## src/rtl/switch_conditioner.sv

```systemverilog
// Slide-switch conditioner: synchroniser + counter debounce FSM producing a clean level, edge pulses and core run/halt.
// Optional single-step pushbutton path enabled by defining SWITCH_STEP_EN.

module switch_conditioner_deb #(
  parameter int unsigned SYNC_STAGES     = 2,
  parameter int unsigned DEBOUNCE_CYCLES = 1250000
) (
  input  logic clock,
  input  logic reset,
  input  logic raw_i,
  output logic level_o,
  output logic rise_o,
  output logic fall_o,
  output logic busy_o,
  output logic level_nxt_c,
  output logic rise_nxt_c
);

  localparam int unsigned     CNT_W    = $clog2(DEBOUNCE_CYCLES + 1);
  localparam logic [CNT_W-1:0] CNT_LAST = CNT_W'(DEBOUNCE_CYCLES - 1);

  typedef enum logic [1:0] {
    IDLE_LO = 2'd0,
    CHK_HI  = 2'd1,
    IDLE_HI = 2'd2,
    CHK_LO  = 2'd3
  } state_e;

  logic [SYNC_STAGES-1:0] sync_q;
  logic                   sync;
  state_e                 state_q, state_d;
  logic [CNT_W-1:0]       cnt_q, cnt_d;
  logic                   level_q, level_d;
  logic                   rise_q, rise_d;
  logic                   fall_q, fall_d;
  logic                   busy_q, busy_d;

  assign sync = sync_q[SYNC_STAGES-1];

  // State, counter, synchroniser and registered outputs
  always_ff @(posedge clock) begin
    if (!reset) begin
      sync_q  <= '0;
      state_q <= IDLE_LO;
      cnt_q   <= '0;
      level_q <= 1'b0;
      rise_q  <= 1'b0;
      fall_q  <= 1'b0;
      busy_q  <= 1'b0;
    end else begin
      sync_q  <= {sync_q[SYNC_STAGES-2:0], raw_i};
      state_q <= state_d;
      cnt_q   <= cnt_d;
      level_q <= level_d;
      rise_q  <= rise_d;
      fall_q  <= fall_d;
      busy_q  <= busy_d;
    end
  end

  // Any reversion while checking drops back to the idle state without a pulse
  always_comb begin
    state_d = state_q;
    cnt_d   = cnt_q;
    level_d = level_q;
    rise_d  = 1'b0;
    fall_d  = 1'b0;
    unique case (state_q)
      IDLE_LO: begin
        if (sync) begin
          state_d = CHK_HI;
          cnt_d   = '0;
        end
      end
      CHK_HI: begin
        if (!sync) begin
          state_d = IDLE_LO;
        end else if (cnt_q == CNT_LAST) begin
          state_d = IDLE_HI;
          level_d = 1'b1;
          rise_d  = 1'b1;
        end else begin
          cnt_d = cnt_q + CNT_W'(1);
        end
      end
      IDLE_HI: begin
        if (!sync) begin
          state_d = CHK_LO;
          cnt_d   = '0;
        end
      end
      CHK_LO: begin
        if (sync) begin
          state_d = IDLE_HI;
        end else if (cnt_q == CNT_LAST) begin
          state_d = IDLE_LO;
          level_d = 1'b0;
          fall_d  = 1'b1;
        end else begin
          cnt_d = cnt_q + CNT_W'(1);
        end
      end
      default: state_d = IDLE_LO;
    endcase
    busy_d = (state_d == CHK_HI) || (state_d == CHK_LO);
  end

  assign level_o     = level_q;
  assign rise_o      = rise_q;
  assign fall_o      = fall_q;
  assign busy_o      = busy_q;
  assign level_nxt_c = level_d;
  assign rise_nxt_c  = rise_d;

endmodule

module switch_conditioner #(
  parameter int unsigned SYNC_STAGES     = 2,
  parameter int unsigned DEBOUNCE_CYCLES = 1250000
) (
  input  logic clock,
  input  logic reset,
  input  logic switch_raw,
`ifdef SWITCH_STEP_EN
  input  logic step_raw,
`endif
  output logic switch_level,
  output logic switch_rise,
  output logic switch_fall,
  output logic busy,
  output logic hold
);

  logic sw_level_nxt;
  logic sw_rise_nxt_unused;
  logic hold_q, hold_d;

  switch_conditioner_deb #(
    .SYNC_STAGES    (SYNC_STAGES),
    .DEBOUNCE_CYCLES(DEBOUNCE_CYCLES)
  ) u_sw_deb (
    .clock      (clock),
    .reset      (reset),
    .raw_i      (switch_raw),
    .level_o    (switch_level),
    .rise_o     (switch_rise),
    .fall_o     (switch_fall),
    .busy_o     (busy),
    .level_nxt_c(sw_level_nxt),
    .rise_nxt_c (sw_rise_nxt_unused)
  );

`ifdef SWITCH_STEP_EN
  logic st_rise_nxt;
  logic st_level_unused, st_rise_unused, st_fall_unused, st_busy_unused, st_level_nxt_unused;

  switch_conditioner_deb #(
    .SYNC_STAGES    (SYNC_STAGES),
    .DEBOUNCE_CYCLES(DEBOUNCE_CYCLES)
  ) u_step_deb (
    .clock      (clock),
    .reset      (reset),
    .raw_i      (step_raw),
    .level_o    (st_level_unused),
    .rise_o     (st_rise_unused),
    .fall_o     (st_fall_unused),
    .busy_o     (st_busy_unused),
    .level_nxt_c(st_level_nxt_unused),
    .rise_nxt_c (st_rise_nxt)
  );

  // A step grant releases the core for the single cycle the debounced step rise is registered
  assign hold_d = sw_level_nxt & ~st_rise_nxt;
`else
  assign hold_d = sw_level_nxt;
`endif

  always_ff @(posedge clock) begin
    if (!reset) begin
      hold_q <= 1'b0;
    end else begin
      hold_q <= hold_d;
    end
  end

  assign hold = hold_q;

endmodule
```

## config.mk

```make
export PLATFORM = sky130hd
export DESIGN_NAME = switch_conditioner
export DESIGN_NICKNAME = d
export VERILOG_FILES = /design/src/rtl/switch_conditioner.sv
export SDC_FILE = /design/constraint.sdc
export NUM_CORES = 1
export LEC_CHECK = 0
export CAP_MARGIN = 10
export CORE_MARGIN = 4
export CORE_UTILIZATION = 56
export DETAILED_ROUTE_END_ITERATION = 8
export PLACE_DENSITY = 0.82
export SLEW_MARGIN = 20
export SYNTH_ARGS = -nofsm -noshare
export SYNTH_HDL_FRONTEND = slang
export SYNTH_SLANG_ARGS = --single-unit
```

## constraint.sdc

```tcl
create_clock -name clock -period 1.78 [get_ports clock]
set_input_delay 0.267 -clock clock [delete_from_list [all_inputs] [get_ports clock]]
set_output_delay 0.267 -clock clock [all_outputs]
set_load 0.01 [all_outputs]
```

### Yosys cells after proc, flatten, opt, wreduce, memory -nomap -nowiden

Cells that the tools add are included.

* register bits after elaboration: 29
* input bits: 3

* add/subtract/negate cells: 1
* bitwise operators: 2
* mux-type cells: 19
* reductions and logical operators: 7
* eq/ne operators: 12

Operator list (count)
* 2-to-1 mux 21 bit: 5
* case mux 21 bit (4 select lines): 1
* adder 21 x 1 -> 21 bit (second input constant): 1
* equality test 21 bit (second input constant): 1
* 2-to-1 mux 2 bit: 6
* inequality test 2 x 1 -> 1 bit (second input constant): 4
* case mux 2 bit (4 select lines): 1
* equality test 2 bit (second input constant): 3
* 2-to-1 mux 1 bit: 5
* AND reduction 5 bit: 1
* equality test 2 x 1 -> 1 bit (second input constant): 2
* inequality test 2 bit (second input constant): 2
* AND reduction 4 bit: 1
* AND reduction 3 bit: 1
* OR reduction 3 bit: 1
* logical NOT 2 bit: 1
* inverter 1 bit: 2
* case mux 1 bit (2 select lines): 1
* nonzero test 2 bit: 1
* logical OR 1 bit: 1

### Logic depth before layout (Yosys ltp)

Gate-level depths: netlist of the first run.

* word-level depth: 6
* gate-level depth with buffers: 7
* depth with buffers taken out: 6

### Cells and area by module

From an unflattened synthesis of the first run, not the netlist that was laid out.

* cells, all modules: 158
* area total of the unflattened synthesis: 1426.4 um2

By module, submodules not included
* switch_conditioner_deb: area each 1400.1 um2, times used 1, cells an instance 156
* switch_conditioner: area each 26.3 um2, times used 1, cells an instance 2

### Worst setup path after synthesis of the first run

No wires, ideal clock.

* path type: flip-flop to flip-flop
* from: register u_sw_deb.cnt_q[0]
* to: register u_sw_deb.cnt_q[0]
* buffers on the path: 1
* cell stages (with the launch flop): 8
* arrival time: 1488 ps
* slack: 222 ps
* clock period less this slack: 1558 ps
* setup time: 70 ps
* data required time: 1710 ps
* cell sequence: dfxtp_1 ha_1 nand3_1 nand4b_1 o21bai_1 buf_2 or3b_1 a21oi_1

* word-level cells in the longest chain between the ends: 4
* elaborated cells on any way between the ends: 6

RTL lines
* start: declaration: line 32 `logic [CNT_W-1:0] cnt_q, cnt_d;`
* start signal: assignment: line 53 `cnt_q <= cnt_d;`
* adder 21 x 1 -> 21 bit / equality test 21 bit (equally long branches)
* 2-to-1 mux 21 bit *: line 78, 95
* 2-to-1 mux 21 bit (on tied branches): line 93, 76
* case mux 21 bit (4 select lines) *: line 68 `unique case (state_q)`

Mark *: on every way between the ends. The rest lies on a longest branch, timed or not. The select of a mux whose other input is x is not followed.
A chain may end at the register's enable or synchronous reset.

### Worst setup path in the final report of the first run

Ends and elaborated chain as after synthesis.

==> results of run 1 <==
## worst max-delay path by stage
stage / startpoint / end / slack, ns / cells past startpoint
after floorplan: u_sw_deb.cnt_q[0] / u_sw_deb.cnt_q[0] / 0.22 / 7
after global placement: u_sw_deb.cnt_q[0] / u_sw_deb.cnt_q[0] / 0.14 / 7
after detailed placement: u_sw_deb.cnt_q[0] / u_sw_deb.cnt_q[20] / -0.008 / 6
after CTS: u_sw_deb.cnt_q[0] / u_sw_deb.cnt_q[0] / 0.01 / 7
after global routing: u_sw_deb.sync_q[1] / u_sw_deb.cnt_q[3] / 0.006 / 5
final: u_sw_deb.cnt_q[0] / u_sw_deb.cnt_q[0] / 0.12 / 7
## metrics by stage
stage / worst slack (ns) / cell area, um2 / TNS, ns
final: 0.124 / 1390 / 0
after floorplan: 0.222 / 1200 / 0
after global routing: 0.00592 / 1390 / 0
after detailed placement: -0.00763 / 1320 / -0.00763
after CTS: 0.00960 / 1360 / 0
after global placement: 0.140 / 1320 / 0
## power groups by stage
| stage | sequential [mW] | clock (mW) | combinational, mW |
|---|---|---|---|
| after detailed placement | 0.650 | 0 | 0.0457 |
| after floorplan | 0.650 | 0 | 0.0245 |
| after global placement | 0.650 | 0 | 0.0451 |
| final | 0.636 | 0.302 | 0.0464 |
| after CTS | 0.636 | 0.306 | 0.0464 |
| after global routing | 0.638 | 0.335 | 0.0510 |
## placed cells by master, fill, tap and decap left out, types with 2 or more instances in the layout
master,Yosys,final
a21oi_1,6,6
and2_1,2,2
and3_1,4,4
buf_4,1,6
clkbuf_4,0,3
clkdlybuf4s50_1,0,7
dfxtp_1,28,26
dfxtp_2,0,2
inv_1,3,3
nand2_1,11,11
nand3_1,11,10
nand4_1,7,7
nor2_1,22,22
nor3_1,2,2
o21ai_0,6,6
or3_1,3,3
xnor2_1,2,2
xor2_1,15,15
## sequential cells by signal, summed over array words and instances (netlist names)
name,cells
u_sw_deb.fall_o,1
u_sw_deb.cnt_q,21
u_sw_deb.busy_o,1
u_sw_deb.level_o,1
u_sw_deb.state_q,1
u_sw_deb.rise_o,1
u_sw_deb.sync_q,2
## metal layers
metal  vias up  global-route usage  part of all wire
met3         5              0.0490             0.043
li1        497                   -                 -
met2        27               0.313              0.50
met4         0              0.0415            0.0097
met5         -                   0                 0
met1       474               0.215              0.44
## final cells by class
type | count | area [um2] | area share
Tap cell | 27 | 33.8 | 0.0243
Clock buffer | 4 | 36.3 | 0.0261
Sequential cell | 28 | 563 | 0.405
Inverter | 3 | 11.3 | 0.00809
Timing Repair Buffer | 13 | 115 | 0.0827
Multi-Input combinational cell | 103 | 632 | 0.454
## kinds of logic (layout without fill, tap and decap cells)
| kind of cell | Yosys count | after routing |
|---|---|---|
| AOI/OAI and AO/OA | 14 | 14 |
| xor gates and xnor gates | 17 | 17 |
| adders and majority gates | 1 | 1 |
| buffers and inverters | 7 | 20 |
| DFF | 28 | 28 |
| muxes | 1 | 1 |
| and+or+nand+nor | 70 | 70 |
## repair_timing
item | 4_1_cts | 5_1_grt
setup buffers | 0 | 1
pin swaps | 0 | 2
endpoints found under the setup margin | 1 | 9
endpoints found under the hold margin | 0 | 0
resized for setup | 1 | 6
## worst max-delay path, cell delays in order, from the launching register on
cell and delay, ns:
dfxtp_2 0.36, ha_2 0.20, nand3_4 0.11, nand4b_1 0.17, o21bai_1 0.09, buf_4 0.16, or3b_1 0.37, a21oi_1 0.12
==> out/results.tsv, run 1 <==
metric	value	unit
I/O pin total	8	
# DRC	0	
Slew headroom	0.593	
post-synthesis sequential area ratio	0.469	
Final Hold Fails	0	
Clk pwr share	0.307	
Initial DRT Pass Iterations	4	
reg2reg start	u_sw_deb.cnt_q[0]	
Synth Area in XOR/XNOR	0.124	
Compound-Gate Fraction of Synth Area	0.0638	
critical path arrival	1.91	ns
Non-Filler Instances	178	
Hold WS	0.456	ns
Util after Layout	0.695	
RePlAce Congestion	0.822	
Synth Area in Simple Gates	0.298	
pwr/cell area	708	nW/um2
CTS Buffer Depth	2	
status	complete, no violations	
core area	2000	um2
std cell rows	16	
die width	54.2	um
share of cells above drive strength 1	0.119	
mux contribution to synthesized area	0.00837	
final setup skew	0.00368	ns
Comb pwr share	0.047	
Worst-Skew Late Latency	0.32	ns
count leader, synth	dfxtp_1	
CTS clk-pin slew, worst paths	0.14	ns
Synth cell types	28	
HPWL after DPL	1620	um
number of synthesized register bits	28	
Sw Ratio	0.208	
reg2reg end	u_sw_deb.cnt_q[0]	
Adder-Cell Fraction of Synth Area	0.0105	
count of nets after finishing	156	
Mean Syn Cell Area	8.67	um2
Reg power frac	0.646	
hold-critical path depth	1	
HP Class	reg2reg	
Psw	205	uW
vias per cell	5.63	
Tot GR Track Use	0.178	
Worst-Margin Slew	0.606	ns
number of synthesized flops with an enable pin	0	
Area growth syn-to-layout	16.3	%
Post-Syn Nets	142	
Worst EP required	2.04	ns
critical path class	reg2reg	
Root Driver	clkbuf_4	
CTS tree	done	
Placed Cells	173	
Final Cycle Share	0.930	
clk sinks	28	
RSZ-0062 raised after global routing	false	
main combinational cell family by area after synthesis	simple AND/OR/NAND/NOR gates	
cts hold-fix bufs	0	
vias in the first global route	945	
grt ovf	0	
Post-Synthesis Cells	138	
Synth top area share	0.469	
routed wire length	2280	um
Pins Over Slew Limit	0	
total chip power	985	uW
First DRT Iteration DRCs	29	
Post-synth top cells	dfxtp_1, nor2_1, xor2_1, nand2_1, nand3_1	
Synth area leaders	dfxtp_1, xor2_1, nor2_1, nand3_1, nand4_1	
CP Capture Type	register	
vias	1003	
initial antenna violation count	0	
Final ANT Viol Nets	0	
Max Cap Viol	0	
Crit Path Max Fanout	11	
Leak	0.481	nW
Max Fclk	0.604	GHz
Setup-failing EPs final	0	
Async SR Flop Fraction	0	
Worst VDD drop	690	uV
Routed wire per std cell	12.8	um
Mapped Area	1200	um2
critical path launch point type	register	
Tmin final	1.66	ns
largest net degree at the start of global routing	16	
n_diodes	0	
I/O Buffers	7	
worst reg-to-reg setup slack	0.12	ns
ys flop type	dfxtp_1	
reg2reg path depth	7	
Starting Density	0.597	
H-tree level count	1	
Internal Power	779	uW
WHS Endpoint	u_sw_deb.sync_q[1]	
cts bufs inserted	3	
first-pass GRT wire length	3840	um
min-delay src	u_sw_deb.sync_q[0]	
FILL cells	162	
Die ar.	2940	um2
YS warnings	0	
DIE HEIGHT	54.2	um
area leader, netlist	dfxtp_1	
Power figures use the tool's default switching activity.
==> run 2, diff against run 1 <==
--- a/config.mk
+++ b/config.mk
@@ -8,6 +8,7 @@
 export CAP_MARGIN = 10
+export CORE_ASPECT_RATIO = 1.75
 export CORE_MARGIN = 4
-export CORE_UTILIZATION = 56
+export CORE_UTILIZATION = 50
 export DETAILED_ROUTE_END_ITERATION = 8
-export PLACE_DENSITY = 0.82
+export PLACE_DENSITY = 0.78
 export SLEW_MARGIN = 20
==> constraint.sdc (replaced) <==
create_clock -name clock -period 1.5 [get_ports clock]
set_input_delay 0.225 -clock clock [delete_from_list [all_inputs] [get_ports clock]]
set_output_delay 0.225 -clock clock [all_outputs]
set_load 0.1 [all_outputs]
==> run 2 against run 1 <==
The run now ends with negative setup slack left. Die area increased by 11%. Clock power up 77%. Register-to-register slack got worse by 0.20 ns. Via count up 15%. Total power increased by 44%. Setup slack worse by 0.20 ns. Worst hold slack improved by 0.021 ns. Sequential cell count stayed put. Wire length grew 35%.
==> out/results.tsv, run 2 (synthesis results as in run 1) <==
metric	value	unit	change
Pins Over Slew Limit	0		unchanged
Leak	0.667	nW	+39%
share of cells above drive strength 1	0.360		+0.241
Final Cycle Share	1.05		+0.123
critical path arrival	1.79	ns	-0.12 ns
Area growth syn-to-layout	46.8	%	
H-tree level count	1		unchanged
I/O pin total	8		unchanged
Metal-1 WL	1160	um	+14%
Starting Density	0.520		-0.0779
most flop-heavy register	u_sw_deb.cnt_q		
reg2reg end	u_sw_deb.cnt_q[0]		
uppermost layer routed	met4		
violated checks	negative setup slack		
total chip power	1.42	mW	+44%
Max Cap Viol	0		unchanged
Worst-Margin Slew	0.409	ns	-0.197 ns
critical path launch point type	register		
cts bufs inserted	3		unchanged
status	complete, but fails checks		
Worst VDD drop	835	uV	+21%
vias in the first global route	1121		+19%
RePlAce Congestion	0.876		+6.5%
Slew headroom	0.726		+0.133
Initial DRT Pass Iterations	4		unchanged
Worst EP required	1.71	ns	-0.33 ns
DIE HEIGHT	72.7	um	+34%
commonest non-fill, non-tap cell in the layout	buf_4		
RSZ-0062 raised after global routing	true		
count of nets after finishing	180		+15%
largest net degree at the start of global routing	17		+1
Die ar.	3270	um2	+11%
max FFs per register	21		unchanged
I/O Buffers	7		unchanged
Crit Path Max Fanout	5		-6
reg2reg path depth	7		unchanged
First DRT Iteration DRCs	35		+21%
WHS Endpoint	u_sw_deb.sync_q[1]		
die width	45.0	um	-17%
Final Hold Fails	0		unchanged
Tmin final	1.58	ns	-0.0762 ns
CTS tree	done		
routed wire length	3070	um	+35%
clk sinks	28		unchanged
vias per cell	5.75		+2.0%
largest registers	u_sw_deb.cnt_q (21), u_sw_deb.sync_q (2)		
pwr/cell area	808	nW/um2	+14%
core area	2300	um2	+15%
Max Fclk	0.633	GHz	+4.8%
CTS clk-pin slew, worst paths	0.10	ns	-0.04 ns
Util after Layout	0.763		+0.0675
# DRC	0		unchanged
CTS Buffer Depth	2		unchanged
met3 wire len	74	um	-25%
Worst-Skew Late Latency	0.28	ns	-0.04 ns
Setup-failing EPs final	7		+7
hold-critical path depth	1		unchanged
n_diodes	0		unchanged
cts hold-fix bufs	0		unchanged
std cell rows	23		+7
grt ovf	0		unchanged
DR WL met2	1760	um	+54%
worst reg-to-reg setup slack	-0.08	ns	-0.20 ns
reg2reg start	u_sw_deb.cnt_q[1]		
vias	1149		+15%
Routed wire per std cell	15.3	um	+20%
Root Driver	clkbuf_8		
Final ANT Viol Nets	0		unchanged
first-pass GRT wire length	4860	um	+26%
Tot GR Track Use	0.204		+0.0257
HPWL after DPL	2030	um	+25%
critical path class	reg2reg		
HP Class	reg2reg		
most frequent cells in the layout	buf_4, nor2_1, dfxtp_1		
initial antenna violation count	0		unchanged
pre-CTS setup slack	-0.181	ns	-0.173 ns
final setup skew	0.00725	ns	+0.00357 ns
min-delay src	u_sw_deb.sync_q[0]		
worst setup margin	-0.0798	ns	-0.204 ns
CP Capture Type	register		
[run 2: cell count changes in the layout (fill, tap and decap cells not counted), sizes merged]
cell / change
buf: +29
clkdlybuf4s50: -5
[run 2: what timing repair did]
action                                  4_1_cts  5_1_grt
pin swaps                                    10       16
gates cloned                                  1        0
endpoints found under the setup margin       14       19
resized for setup                            12       20
buffers inserted                              3        8
[run 2: through the flow]
stage	area, um2	hold slack [ns]	setup TNS [ns]	instances
floorplan	1210	0.352	-0.00534	138
global placement	1490	0.420	-0.0930	184
detailed placement	1490	0.443	-0.922	184
CTS	1630	0.472	-0.173	192
global route	1760	0.500	-1.34	200
finish	1760	0.477	-0.241	200
[run 2: cell type report]
class,instances,area [um2]
Timing Repair Buffer,37,367
Sequential cell,28,576
Inverter,3,11.3
Multi-Input combinational cell,103,704
Clock buffer,4,66.3
Fill cell,147,547
Tap cell,25,31.3
[run 2: worst max path at each step]
stage	from	end	slack, ns	cells past startpoint
3_3_place_gp	u_sw_deb.cnt_q[0]	u_sw_deb.cnt_q[20]	-0.02	6
4_1_cts	u_sw_deb.cnt_q[1]	u_sw_deb.cnt_q[0]	-0.08	7
2_1_floorplan	u_sw_deb.busy_o	u_sw_deb.cnt_q[0]	-0.005	6
5_1_grt	u_sw_deb.cnt_q[1]	u_sw_deb.cnt_q[0]	-0.18	7
3_5_place_dp	u_sw_deb.cnt_q[0]	u_sw_deb.cnt_q[20]	-0.18	6
6_report	u_sw_deb.cnt_q[1]	u_sw_deb.cnt_q[0]	-0.08	7
[run 2: report_power, final]
part | total (mW) | internal [mW] | switching, mW
Sequential | 0.753 | 0.746 | 0.00698
Clock | 0.536 | 0.291 | 0.245
Combinational | 0.129 | 0.0519 | 0.0773
Total | 1.42 | 1.09 | 0.329
[run 2: layer usage]
layer  GRT usage  vias to the layer above
li1            -                      546
met1       0.205                      566
met2       0.361                       27
met3      0.0296                       10
met4       0.143                        0
met5           0                        -
[run 2: worst max-delay path, stage by stage, from the launching register on]
cell	delay, ns
dfxtp_2	0.35
ha_4	0.17
nand3_4	0.08
nand4b_1	0.17
o21bai_1	0.11
buf_4	0.16
or3b_1	0.36
a21oi_2	0.13
